===== src/rtl/spi_flash_pkg.sv =====
// Shared definitions for the SPI flash JEDEC Read-ID sequencer.
//   state_e      : sequencer states
//   CMD_RDID     : JEDEC Read-ID opcode
//   RDID_BITS    : bits clocked per transaction (opcode + three ID bytes)
//   ID_BYTES     : number of ID bytes captured
//   id_is_blank(): true when the captured ID is all zeros or all ones,
//                  which is what a missing or unpowered device returns
package spi_flash_pkg;

  typedef enum logic [1:0] {IDLE, SHIFT, HOLD, DONE} state_e;

  localparam logic [7:0] CMD_RDID  = 8'h9F;
  localparam int         RDID_BITS = 32;
  localparam int         ID_BYTES  = 3;

  function automatic logic id_is_blank(input logic [ID_BYTES*8-1:0] v);
    return (v == '0) || (v == '1);
  endfunction

endpackage


===== src/rtl/spi_phase_timer.sv =====
// SCK half-period timer. Counts 0..CLK_DIV-1 while enabled and raises tick_o
// on the terminal count, i.e. on the last system cycle of each half-period.
//   clk     : system clock
//   reset   : synchronous, active-high reset
//   clr_i   : synchronous clear, counter returns to 0
//   en_i    : count enable
//   tick_o  : half-period boundary (terminal count while enabled)
module spi_phase_timer #(
  parameter int unsigned CLK_DIV = 2
) (
  input  logic clk,
  input  logic reset,
  input  logic clr_i,
  input  logic en_i,
  output logic tick_o
);

  localparam logic [7:0] TC = 8'(CLK_DIV - 1);

  logic [7:0] cnt_q;

  assign tick_o = en_i && (cnt_q == TC);

  always_ff @(posedge clk) begin
    if (reset || clr_i) begin
      cnt_q <= '0;
    end else if (en_i) begin
      cnt_q <= tick_o ? 8'd0 : cnt_q + 8'd1;
    end
  end

endmodule


===== src/rtl/spi_jedec_id_reader.sv =====
// JEDEC Read-ID (0x9F) sequencer for the board SPI flash (mode 0).
// Shifts out the opcode, clocks in three ID bytes and holds them on
// registered outputs for the display muxes. Runs once after reset when
// AUTO_START is set, then once per accepted start.
//   clk, reset                   : system clock, sync active-high reset
//   start                        : read request, only looked at in IDLE
//   spi_miso                     : flash data in
//   spi_cs_n, spi_sck, spi_mosi  : flash pins, all straight from flops
//   busy                         : transaction in progress (through DONE)
//   done                         : one-cycle pulse when results update
//   id_valid                     : sticky, first result has landed
//   id_error                     : last result was all-0 or all-1
//   manufacture_id, memory_type,
//   memory_capacity              : captured ID bytes, in receive order
module spi_jedec_id_reader #(
  parameter int unsigned CLK_DIV    = 2,
  parameter logic [7:0]  CMD_RDID   = spi_flash_pkg::CMD_RDID,
  parameter bit          AUTO_START = 1'b1
) (
  input  logic       clk,
  input  logic       reset,
  input  logic       start,
  input  logic       spi_miso,
  output logic       spi_cs_n,
  output logic       spi_sck,
  output logic       spi_mosi,
  output logic       busy,
  output logic       done,
  output logic       id_valid,
  output logic       id_error,
  output logic [7:0] manufacture_id,
  output logic [7:0] memory_type,
  output logic [7:0] memory_capacity
);

  import spi_flash_pkg::*;

  localparam int         SR_W     = ID_BYTES * 8;
  localparam logic [5:0] LAST_BIT = 6'(RDID_BITS - 1);
  localparam logic [5:0] CMD_LEN  = 6'd8;

  state_e          state_q;
  logic            auto_q;     // pending one-shot launch after reset
  logic [5:0]      bit_q;
  logic [7:0]      cmd_q;      // remaining opcode bits, MSB next; zeros after
  logic [SR_W-1:0] sr_q;
  logic            cs_n_q, sck_q, mosi_q;
  logic            busy_q, done_q, valid_q, error_q;
  logic [SR_W-1:0] id_q;
  logic            tick;

  // Counter is held at 0 outside SHIFT/HOLD so every transaction starts
  // with a full low half-period.
  spi_phase_timer #(.CLK_DIV(CLK_DIV)) u_timer (
    .clk   (clk),
    .reset (reset),
    .clr_i ((state_q == IDLE) || (state_q == DONE)),
    .en_i  ((state_q == SHIFT) || (state_q == HOLD)),
    .tick_o(tick)
  );

  always_ff @(posedge clk) begin
    if (reset) begin
      state_q <= IDLE;
      auto_q  <= AUTO_START;
      bit_q   <= '0;
      cmd_q   <= '0;
      sr_q    <= '0;
      cs_n_q  <= 1'b1;
      sck_q   <= 1'b0;
      mosi_q  <= 1'b0;
      busy_q  <= 1'b0;
      done_q  <= 1'b0;
      valid_q <= 1'b0;
      error_q <= 1'b0;
      id_q    <= '0;
    end else begin
      case (state_q)
        IDLE: begin
          done_q <= 1'b0;
          busy_q <= 1'b0;
          if (start || auto_q) begin
            auto_q  <= 1'b0;
            state_q <= SHIFT;
            bit_q   <= '0;
            cs_n_q  <= 1'b0;
            sck_q   <= 1'b0;
            mosi_q  <= CMD_RDID[7];
            cmd_q   <= {CMD_RDID[6:0], 1'b0};
            busy_q  <= 1'b1;
          end
        end
        SHIFT: begin
          if (tick) begin
            if (!sck_q) begin
              // Rising edge: sample; opcode-phase samples are don't-care.
              sck_q <= 1'b1;
              if (bit_q >= CMD_LEN) sr_q <= {sr_q[SR_W-2:0], spi_miso};
            end else begin
              // Falling edge: present next bit (zeros once opcode is out).
              sck_q  <= 1'b0;
              mosi_q <= cmd_q[7];
              cmd_q  <= {cmd_q[6:0], 1'b0};
              bit_q  <= bit_q + 6'd1;
              if (bit_q == LAST_BIT) state_q <= HOLD;
            end
          end
        end
        HOLD: begin
          if (tick) begin
            state_q <= DONE;
            cs_n_q  <= 1'b1;
            mosi_q  <= 1'b0;
            done_q  <= 1'b1;
            id_q    <= sr_q;
            valid_q <= 1'b1;
            error_q <= id_is_blank(sr_q);
          end
        end
        DONE: begin
          state_q <= IDLE;
          done_q  <= 1'b0;
          busy_q  <= 1'b0;
        end
        default: state_q <= IDLE;
      endcase
    end
  end

  assign spi_cs_n        = cs_n_q;
  assign spi_sck         = sck_q;
  assign spi_mosi        = mosi_q;
  assign busy            = busy_q;
  assign done            = done_q;
  assign id_valid        = valid_q;
  assign id_error        = error_q;
  assign manufacture_id  = id_q[23:16];
  assign memory_type     = id_q[15:8];
  assign memory_capacity = id_q[7:0];

endmodule


===== config.mk =====
export PLATFORM = sky130hd
export DESIGN_NAME = spi_jedec_id_reader
export DESIGN_NICKNAME = d
export VERILOG_FILES = /design/src/rtl/spi_flash_pkg.sv /design/src/rtl/spi_phase_timer.sv /design/src/rtl/spi_jedec_id_reader.sv
export SDC_FILE = /design/constraint.sdc
export NUM_CORES = 1
export LEC_CHECK = 0
export BUFFER_PORTS_ARGS = -buffer_cell sky130_fd_sc_hd__buf_2
export CORE_ASPECT_RATIO = 1.4
export CORE_MARGIN = 4
export CORE_UTILIZATION = 55
export DETAILED_ROUTE_END_ITERATION = 6
export GPL_TIMING_DRIVEN = 0
export PLACE_DENSITY = 0.81
export SLEW_MARGIN = 25
export SYNTH_ARGS = -nofsm -noshare
export SYNTH_HDL_FRONTEND = slang
export SYNTH_SLANG_ARGS = --single-unit

===== constraint.sdc =====
create_clock -name clk -period 2.98 [get_ports clk]
set_input_delay 0.447 -clock clk [delete_from_list [all_inputs] [get_ports clk]]
set_output_delay 0.447 -clock clk [all_outputs]
set_load 0.05 [all_outputs]

==> results.tsv, run 1 <==
metric	value	unit
place_congestion	0.8876	
drt-initial-drc-count	343	
num_antenna_cells	0	
grt_remaining_overflow	0	
hold_violations	0	
core	5904	um^2
ys.flop_type	dfxtp_1	
yosysWarnings	0	
finalClockSkew	0.01091	ns
grt_pass1_wl	12710	um
grt_max_degree	14	
yosysMostFrequentCell	dfxtp_1	
cp_max_fo	10	
grt_util_all_layers	0.2143	
synthTopCellsByCount	dfxtp_1, a21oi_1, nand2_1	
worst_pin_slew	0.7869	ns
drc_errors	0	
p_per_area	736.3	nW/um^2
netlist_instances	406	
ant_nets	0	
worstSetupPathType	flop to flop	
n_fill_cell	524	
antenna_found_initial	0	
numCtsBuffers	9	
cts_tree	yes	
avgSynthCellArea	8.302	um^2
yosysSeqAreaShare	0.4692	
synth_top_area_cell	dfxtp_1	
drt_first_pass_iters	5	
synth_fp_nets	420	
end_kind	flop	
p_total	2.816	mW
design.die.area	7463	um^2
viasPerCell	5.905	
synth-seq-cells	79	
synth_top_area_share	0.4692	
startpoint_type	flop	
required	3.20	ns
cts.htree.levels	3	
io_buffers	34	
rows	33	
yosysUniqueCellTypes	37	
drive_gt1_frac	0.1407	
clkLatencyLatePin	0.35	ns
postCtsSetupBuffers	0	
dp_hpwl	5401	um
layout_min_cycle_time	2.660	ns
ctsResizeCount	0	
hp-class	input pin to flop	
synth_edf_count	0	
synthArstFlopShare	0	
clk_pin_slew	0.08	ns
setup-tns-final	0	ns
grt_setup_unrepaired	no	
synthTopCellsByArea	dfxtp_1, a21oi_1, nand2_1	
die_h	100.6	um
cp_data_arrival_time	2.88	ns
leakage	1.420	nW
vias	3100	
setup_viol	0	
fmax	375.9	MHz
io_pins	35	
cap_violations	0	
die_width	74.17	um
peakVddDrop	0.0004927	V
synthesis.area	3371	um^2
ctsHoldBuffers	0	
syn2layout_area_growth	13.47	%
clock_path_buffers	2	
clock-sinks	79	
multi_input_area	1632	um^2
relSlewSlack	0.4742	
wirelength	7476	um
cts_root_buf	clkbuf_8	
seqCellArea	1582	um^2
grt_pass1_vias	2860	
initial_core_util	0.5709	
period_share	0.8927	
final_nets	465	
drv_slew	0	
outcome	complete, no violations	
wl_per_cell	14.24	um
final cells by class:
cell class              instances  share of cell area
plain buffers                  25             0.02748
clock buffers                  10             0.03598
clock inverters                 5             0.01537
inverters                      14             0.01374
multi-input cells             288              0.4266
flip-flops and latches         79              0.4135
well taps                      70             0.02290
repair buffers                 34             0.04449
logic make-up after synthesis:
family / synth area share
AND/OR/NAND/NOR: 0.2146
AO/OA/AOI/OAI: 0.2168
flip-flops: 0.4692
buffers and inverters: 0.04677
adder cells (fa/ha/maj): 0.03712
XOR/XNOR: 0.01559
sequential cells by signal, indices dropped and copies added (netlist names):
register / flops
bit_q: 6
auto_q: 1
spi_mosi: 1
id_q: 24
busy: 1
spi_sck: 1
id_valid: 1
sr_q: 24
spi_cs_n: 1
done: 1
state_q: 2
id_error: 1
cmd_q: 7
u_timer.cnt_q: 8
layout by cell type (no fill, tap or decap), drive strengths merged, types with 6 or more instances in the layout:
cell and instances:
dfxtp 79, a21oi 65, nand2 57, buf 43, o21ai 35, nand3 33, clkbuf 26, nor2 19
inv 14, nand4 12, ha 10, nor4 8, a311oi 6, xor2 6
final timing paths:
| path | cells past startpoint | slack, ns | startpoint | to |
|---|---|---|---|---|
| worst max-delay path | 8 | 0.32 | state_q[0] | sr_q[17] |
| worst max register to register | 8 | 0.32 | state_q[0] | sr_q[17] |
| worst min register to register | 2 | 0.45 | id_q[2] | id_q[2] |
| worst min-delay path | 3 | 0.37 | spi_miso | sr_q[0] |
worst max-delay path, cell delays in order (launching register included):
cell and delay, ns:
dfxtp_1 0.41, inv_1 0.11, ha_1 0.28, buf_2 0.18
nor4b_1 0.64, nand2_1 0.32, clkbuf_1 0.27, o21ai_0 0.23
a21oi_1 0.10
metal layers:
metal / up-vias / GRT usage / wire, um
li1: 1543 / - / -
met1: 1434 / 0.2588 / 3140
met2: 106 / 0.3648 / 3768
met3: 17 / 0.04990 / 405
met4: 0 / 0.07810 / 161
met5: - / 0 / 0
per-stage QoR:
stage / cell area (um^2) / setup slack [ns] / std cells / utilization / hold slack (ns)
after floorplan: 3371 / 0.7914 / 406 / - / 0.4428
after global placement: 3628 / 0.4442 / 510 / 0.6145 / 0.4393
after detailed placement: 3628 / 0.3664 / 510 / 0.6145 / 0.4452
after CTS: 3825 / 0.3523 / 525 / 0.6478 / 0.3609
after global routing: 3825 / 0.04123 / 525 / 0.6478 / 0.3642
final: 3825 / 0.3199 / 525 / 0.6478 / 0.3660
report_power, final:
group / internal (mW) / switching (mW) / total [mW]
registers: 1.13 / 0.0573 / 1.19
clock network: 0.405 / 0.382 / 0.787
logic: 0.267 / 0.572 / 0.840
(Power assumes the default switching activity.)
==> run 2: changes to the inputs <==
Settings changed: BUFFER_PORTS_ARGS -buffer_cell sky130_fd_sc_hd__buf_2 to -buffer_cell sky130_fd_sc_hd__clkbuf_2, CORE_UTILIZATION 55 to 35, PLACE_DENSITY 0.81 to 0.58.
==> run 2 against run 1 <==
Effect of this change: die area grew 51%; count of clock-buffer cells in the layout grew 1; sequential power is essentially flat; register-to-register slack gained 0.11 ns; maximum frequency grew 4.3%; cell count grew 7.6%; clock power grew 42%; first-iteration DRC count shrank 69%; largest power group unchanged; critical path type unchanged.
==> results.tsv, run 2 (synthesis results as in run 1) <==
metric	value	unit	change
antenna_found_initial	0		unchanged
dp_cells	550		was 510
dp_hpwl	5851	um	was 5401 um
layout_common_cells	dfxtp_1, a21oi_1, nand2_1		unchanged
initial_core_util	0.3563		was 0.5709
grt_pass1_vias	2946		was 2860
worst_slack	0.4287	ns	was 0.3199 ns
wl_per_cell	14.38	um	was 14.24 um
grt_remaining_overflow	0		unchanged
end_kind	flop		unchanged
r2r_start	state_q[0]		unchanged
holdPathEnd	sr_q[0]		unchanged
clk_pin_slew	0.06	ns	was 0.08 ns
finalNonFillerCells	565		was 525
crit_buf_inv	3		unchanged
hold_violations	0		unchanged
fin_util	0.4220		was 0.6478
design.die.area	11290	um^2	was 7463 um^2
cts_tree	yes		unchanged
syn2layout_area_growth	18.41	%	was 13.47%
globalRouteMet3Util	0.03323		was 0.04990
numCtsBuffers	9		unchanged
outcome	complete, no violations		unchanged
fmax	392.0	MHz	was 375.9 MHz
grt_max_degree	14		unchanged
io_pins	35		unchanged
rows	42		was 33
setup-tns-final	0	ns	unchanged
grt_pass1_wl	13710	um	was 12710 um
clock-sinks	79		unchanged
setup_viol	0		unchanged
required	3.22	ns	was 3.20 ns
cts_root_buf	clkbuf_16		was clkbuf_8
cp_max_fo	10		unchanged
hold_start	spi_miso		unchanged
clock_path_buffers	2		unchanged
mostFrequentLayoutCell	dfxtp_1		unchanged
cts.htree.levels	3		unchanged
drive_gt1_frac	0.1429		was 0.1407
grt.busiest_layer	met2		unchanged
io_buffers	34		unchanged
reg2reg_setup_slack	0.43	ns	was 0.32 ns
clkLatencyLatePin	0.34	ns	was 0.35 ns
finalClockSkew	0.006799	ns	was 0.01091 ns
pre_cts_ws	0.2608	ns	was 0.3664 ns
cpMaxStageDelayCell	or4b_1		was nor4b_1
peakVddDrop	0.0005402	V	was 0.0004927 V
p_per_area	794.1	nW/um^2	was 736.3 nW/um^2
grt_setup_unrepaired	no		unchanged
die_h	124.1	um	was 100.6 um
cp_data_arrival_time	2.79	ns	was 2.88 ns
worst_pin_slew	0.7840	ns	was 0.7869 ns
layout_min_cycle_time	2.551	ns	was 2.660 ns
worst-path-stages	8		unchanged
reg2reg_depth	8		unchanged
wirelength	8126	um	was 7476 um
cap_violations	0		unchanged
die_width	90.94	um	was 74.17 um
slowest_delay	0.45	ns	was 0.64 ns
cp_common_cell	buf_2		
final_nets	465		unchanged
viasPerCell	5.322		was 5.905
startpoint_type	flop		unchanged
worstPathCellList	inv_1 > ha_1 > buf_2 > or4b_1 > buf_2 > o31ai_4 > a21oi_1 > a311oi_1		was inv_1 > ha_1 > buf_2 > nor4b_1 > nand2_1 > clkbuf_1 > o21ai_0 > a21oi_1
relSlewSlack	0.4762		was 0.4742
drt-initial-drc-count	108		was 343
crit_family	compound AO/OA/AOI/OAI gates		was simple AND/OR/NAND/NOR gates
min_path_cells	3		unchanged
ant_nets	0		unchanged
leakage	1.447	nW	was 1.420 nW
vias	3007		was 3100
drv_slew	0		unchanged
r2r-end	cmd_q[4]		was sr_q[17]
whs	0.3527	ns	was 0.3660 ns
place_congestion	0.8045		was 0.8876
drc_errors	0		unchanged
postCtsSetupBuffers	0		unchanged
drt_first_pass_iters	4		was 5
period_share	0.8561		was 0.8927
hp-class	input pin to flop		unchanged
num_antenna_cells	0		unchanged
reg_top3	id_q x24, sr_q x24, u_timer.cnt_q x8		unchanged
worstSetupPathType	flop to flop		unchanged
core	9459	um^2	was 5904 um^2
use_met2	0.2593		was 0.3648
grt_util_all_layers	0.1503		was 0.2143
use_met1	0.1749		was 0.2588
## run 2: worst min-delay path: cells and delay by family
kind / cells / cell delay (ns)
buffers and inverters: 1 / 0.09
and+or+nand+nor: 1 / 0.06
AOI/OAI and AO/OA: 1 / 0.05
## run 2: timing repair
action / 4_1_cts / 5_1_grt
hold buffers: 0 / 0
gates resized for setup: 0 / 1
setup endpoints to repair: 0 / 26
## run 2: cell type report
| cell class | instances | area [um^2] |
|---|---|---|
| fill | 987 | 5468 |
| multi-input combinational | 288 | 1638 |
| sequential | 79 | 1582 |
| clock buffer | 11 | 252.7 |
| timing repair buffer | 34 | 170.2 |
| tap | 110 | 137.6 |
| buffer | 25 | 105.1 |
| clock inverter | 4 | 53.80 |
| inverter | 14 | 52.55 |
## run 2: report_power, final
part	total, mW	internal (mW)	switching, mW	leakage, nW
clock network	1.12	0.692	0.431	0.144
logic	0.853	0.271	0.582	0.663
registers	1.19	1.13	0.0584	0.640
## run 2: how the worst max path moves through the flow
| stage | from | endpoint | slack [ns] |
|---|---|---|---|
| after global placement | state_q[0] | id_q[23] | 0.32 |
| after detailed placement | state_q[0] | id_q[23] | 0.26 |
| after CTS | state_q[0] | id_q[23] | 0.21 |
| final | state_q[0] | cmd_q[4] | 0.43 |
| after floorplan | state_q[0] | bit_q[4] | 0.79 |
| after global routing | state_q[0] | sr_q[11] | 0.21 |
## run 2: through the flow
step	power, mW	instance area [um^2]
5_1_grt	3.342	3991
3_3_place_gp	2.048	3679
2_1_floorplan	1.858	3371
6_report	3.169	3991
4_1_cts	3.203	3985
3_5_place_dp	2.069	3679
## run 2: layer usage
layer	part of all wire	wire length [um]
met2	0.49	4004
met3	0.035	286
met1	0.45	3646
met5	0	0
met4	0.023	189
==> run 3: changes to the inputs <==
Settings changed: CORE_ASPECT_RATIO 1.4 to 2, CTS_CLUSTER_DIAMETER set to 100.
==> run 3 against run 2 <==
Effect of this change: clock skew fell by 0.0015 ns; maximum frequency is 0.93% higher; wire length rose by 4.1%; die area rose by 0.64%; non-clock buffer count unchanged; worst setup slack better by 0.023 ns; critical path depth increased by 1; register-to-register slack better by 0.02 ns; combinational power increased by 0.8%; hold slack gained 0.012 ns; global-route usage rose by 0.54 points; count of clock-buffer cells in the layout down 2; critical endpoint is now sr_q[15]; largest cell class unchanged.
==> results.tsv, run 3 (synthesis results as in run 1) <==
metric	value	unit	change
grt_setup_unrepaired	no		unchanged
clk_pin_slew	0.06	ns	about the same
p_per_area	823.8	nW/um^2	was 794.1 nW/um^2
required	3.24	ns	was 3.22 ns
grt_pass1_wl	14210	um	was 13710 um
die_width	77.39	um	was 90.94 um
final_nets	465		unchanged
drv_slew	0		unchanged
relSlewSlack	0.4755		was 0.4762
grt_util_all_layers	0.1557		was 0.1503
die_h	146.8	um	was 124.1 um
fmax	395.6	MHz	was 392.0 MHz
place_congestion	0.8082		was 0.8045
cap_violations	0		unchanged
core	9384	um^2	was 9459 um^2
numCtsBuffers	9		unchanged
initial_core_util	0.3592		was 0.3563
ctsResizeCount	0		unchanged
ctsHoldBuffers	0		unchanged
startpoint_type	flop		unchanged
drt-initial-drc-count	183		was 108
worst_pin_slew	0.7851	ns	was 0.7840 ns
viasPerCell	5.484		was 5.322
setup_viol	0		unchanged
grt_pass1_vias	2937		was 2946
clock-sinks	79		unchanged
end_kind	flop		unchanged
pre_cts_ws	0.1580	ns	was 0.2608 ns
layout_common_cells	dfxtp_1, a21oi_1, nand2_1		unchanged
dp_hpwl	6292	um	was 5851 um
wirelength	8462	um	was 8126 um
leakage	1.468	nW	was 1.447 nW
io_pins	35		unchanged
worstSetupPathType	flop to flop		unchanged
period_share	0.8483		was 0.8561
cp_data_arrival_time	2.79	ns	about the same
drt_first_pass_iters	4		unchanged
vias	3071		was 3007
cts_root_buf	clkbuf_16		unchanged
rows	50		was 42
hold_violations	0		unchanged
num_antenna_cells	0		unchanged
grt_max_degree	15		was 14
design.die.area	11360	um^2	was 11290 um^2
worst_slack	0.4522	ns	was 0.4287 ns
ant_nets	0		unchanged
syn2layout_area_growth	19.34	%	was 18.41%
postCtsSetupBuffers	0		unchanged
wl_per_cell	15.11	um	was 14.38 um
drive_gt1_frac	0.1447		was 0.1429
finalClockSkew	0.005299	ns	was 0.006799 ns
setup-tns-final	0	ns	unchanged
mostFrequentLayoutCell	dfxtp_1		unchanged
antenna_found_initial	0		unchanged
io_buffers	34		unchanged
cp_max_fo	10		unchanged
hp-class	input pin to flop		unchanged
peakVddDrop	0.0003492	V	was 0.0005402 V
outcome	complete, no violations		unchanged
clock_path_buffers	2		unchanged
drc_errors	0		unchanged
layout_min_cycle_time	2.528	ns	was 2.551 ns
cts.htree.levels	3		unchanged
reg2reg_depth	9		was 8
min_path_cells	3		unchanged
reg_top3	id_q x24, sr_q x24, u_timer.cnt_q x8		unchanged
grt_remaining_overflow	0		unchanged
clkLatencyLatePin	0.33	ns	was 0.34 ns
cts_tree	yes		unchanged
[run 3: final timing paths]
path                    from  endpoint  slack (ns)
setup / recovery  state_q[0]  sr_q[15]        0.45
hold / removal      spi_miso   sr_q[0]        0.36
setup reg to reg  state_q[0]  sr_q[15]        0.45
hold reg to reg      id_q[6]   id_q[6]        0.45
[run 3: worst max-delay path: stages (launching register included)]
cell and delay (ns):
dfxtp_1 0.41, inv_1 0.11, ha_1 0.28, buf_2 0.19, or4b_1 0.45, buf_2 0.19
nor2_2 0.28, buf_2 0.29, nand3_1 0.10, a21oi_1 0.14
[run 3: cell type report]
class,instances,area (um^2)
fillers,959,5361
repair buffers,34,170.2
well taps,104,130.1
flip-flops and latches,79,1582
clock buffers,9,225.2
multi-input cells,288,1638
plain buffers,25,105.1
clock inverters,7,120.1
inverters,14,52.55
[run 3: routing by layer]
layer | vias to the layer above | wire length [um] | part of all wire | global-route usage
met5 | - | 0 | 0 | 0
met4 | 0 | 276 | 0.033 | 0.07843
met3 | 21 | 273 | 0.032 | 0.03374
met2 | 59 | 4585 | 0.54 | 0.2829
met1 | 1437 | 3327 | 0.39 | 0.1656
li1 | 1554 | - | - | -
[run 3: where the power goes]
| part | leakage, nW | internal [mW] | switching (mW) |
|---|---|---|---|
| Clock | 0.166 | 0.821 | 0.441 |
| Combinational | 0.663 | 0.272 | 0.589 |
| Sequential | 0.640 | 1.13 | 0.0575 |
| Total | 1.47 | 2.23 | 1.09 |
[run 3: per-stage QoR]
| step | hold WS [ns] | std cells | util | total power, mW | instance area [um^2] |
|---|---|---|---|---|---|
| 2_1_floorplan | 0.4428 | 406 | - | 1.858 | 3371 |
| 3_3_place_gp | 0.4423 | 544 | 0.3912 | 2.063 | 3671 |
| 3_5_place_dp | 0.4461 | 544 | 0.3912 | 2.077 | 3671 |
| 4_1_cts | 0.3531 | 560 | 0.4280 | 3.354 | 4016 |
| 5_1_grt | 0.3653 | 560 | 0.4287 | 3.515 | 4023 |
| 6_report | 0.3648 | 560 | 0.4287 | 3.314 | 4023 |
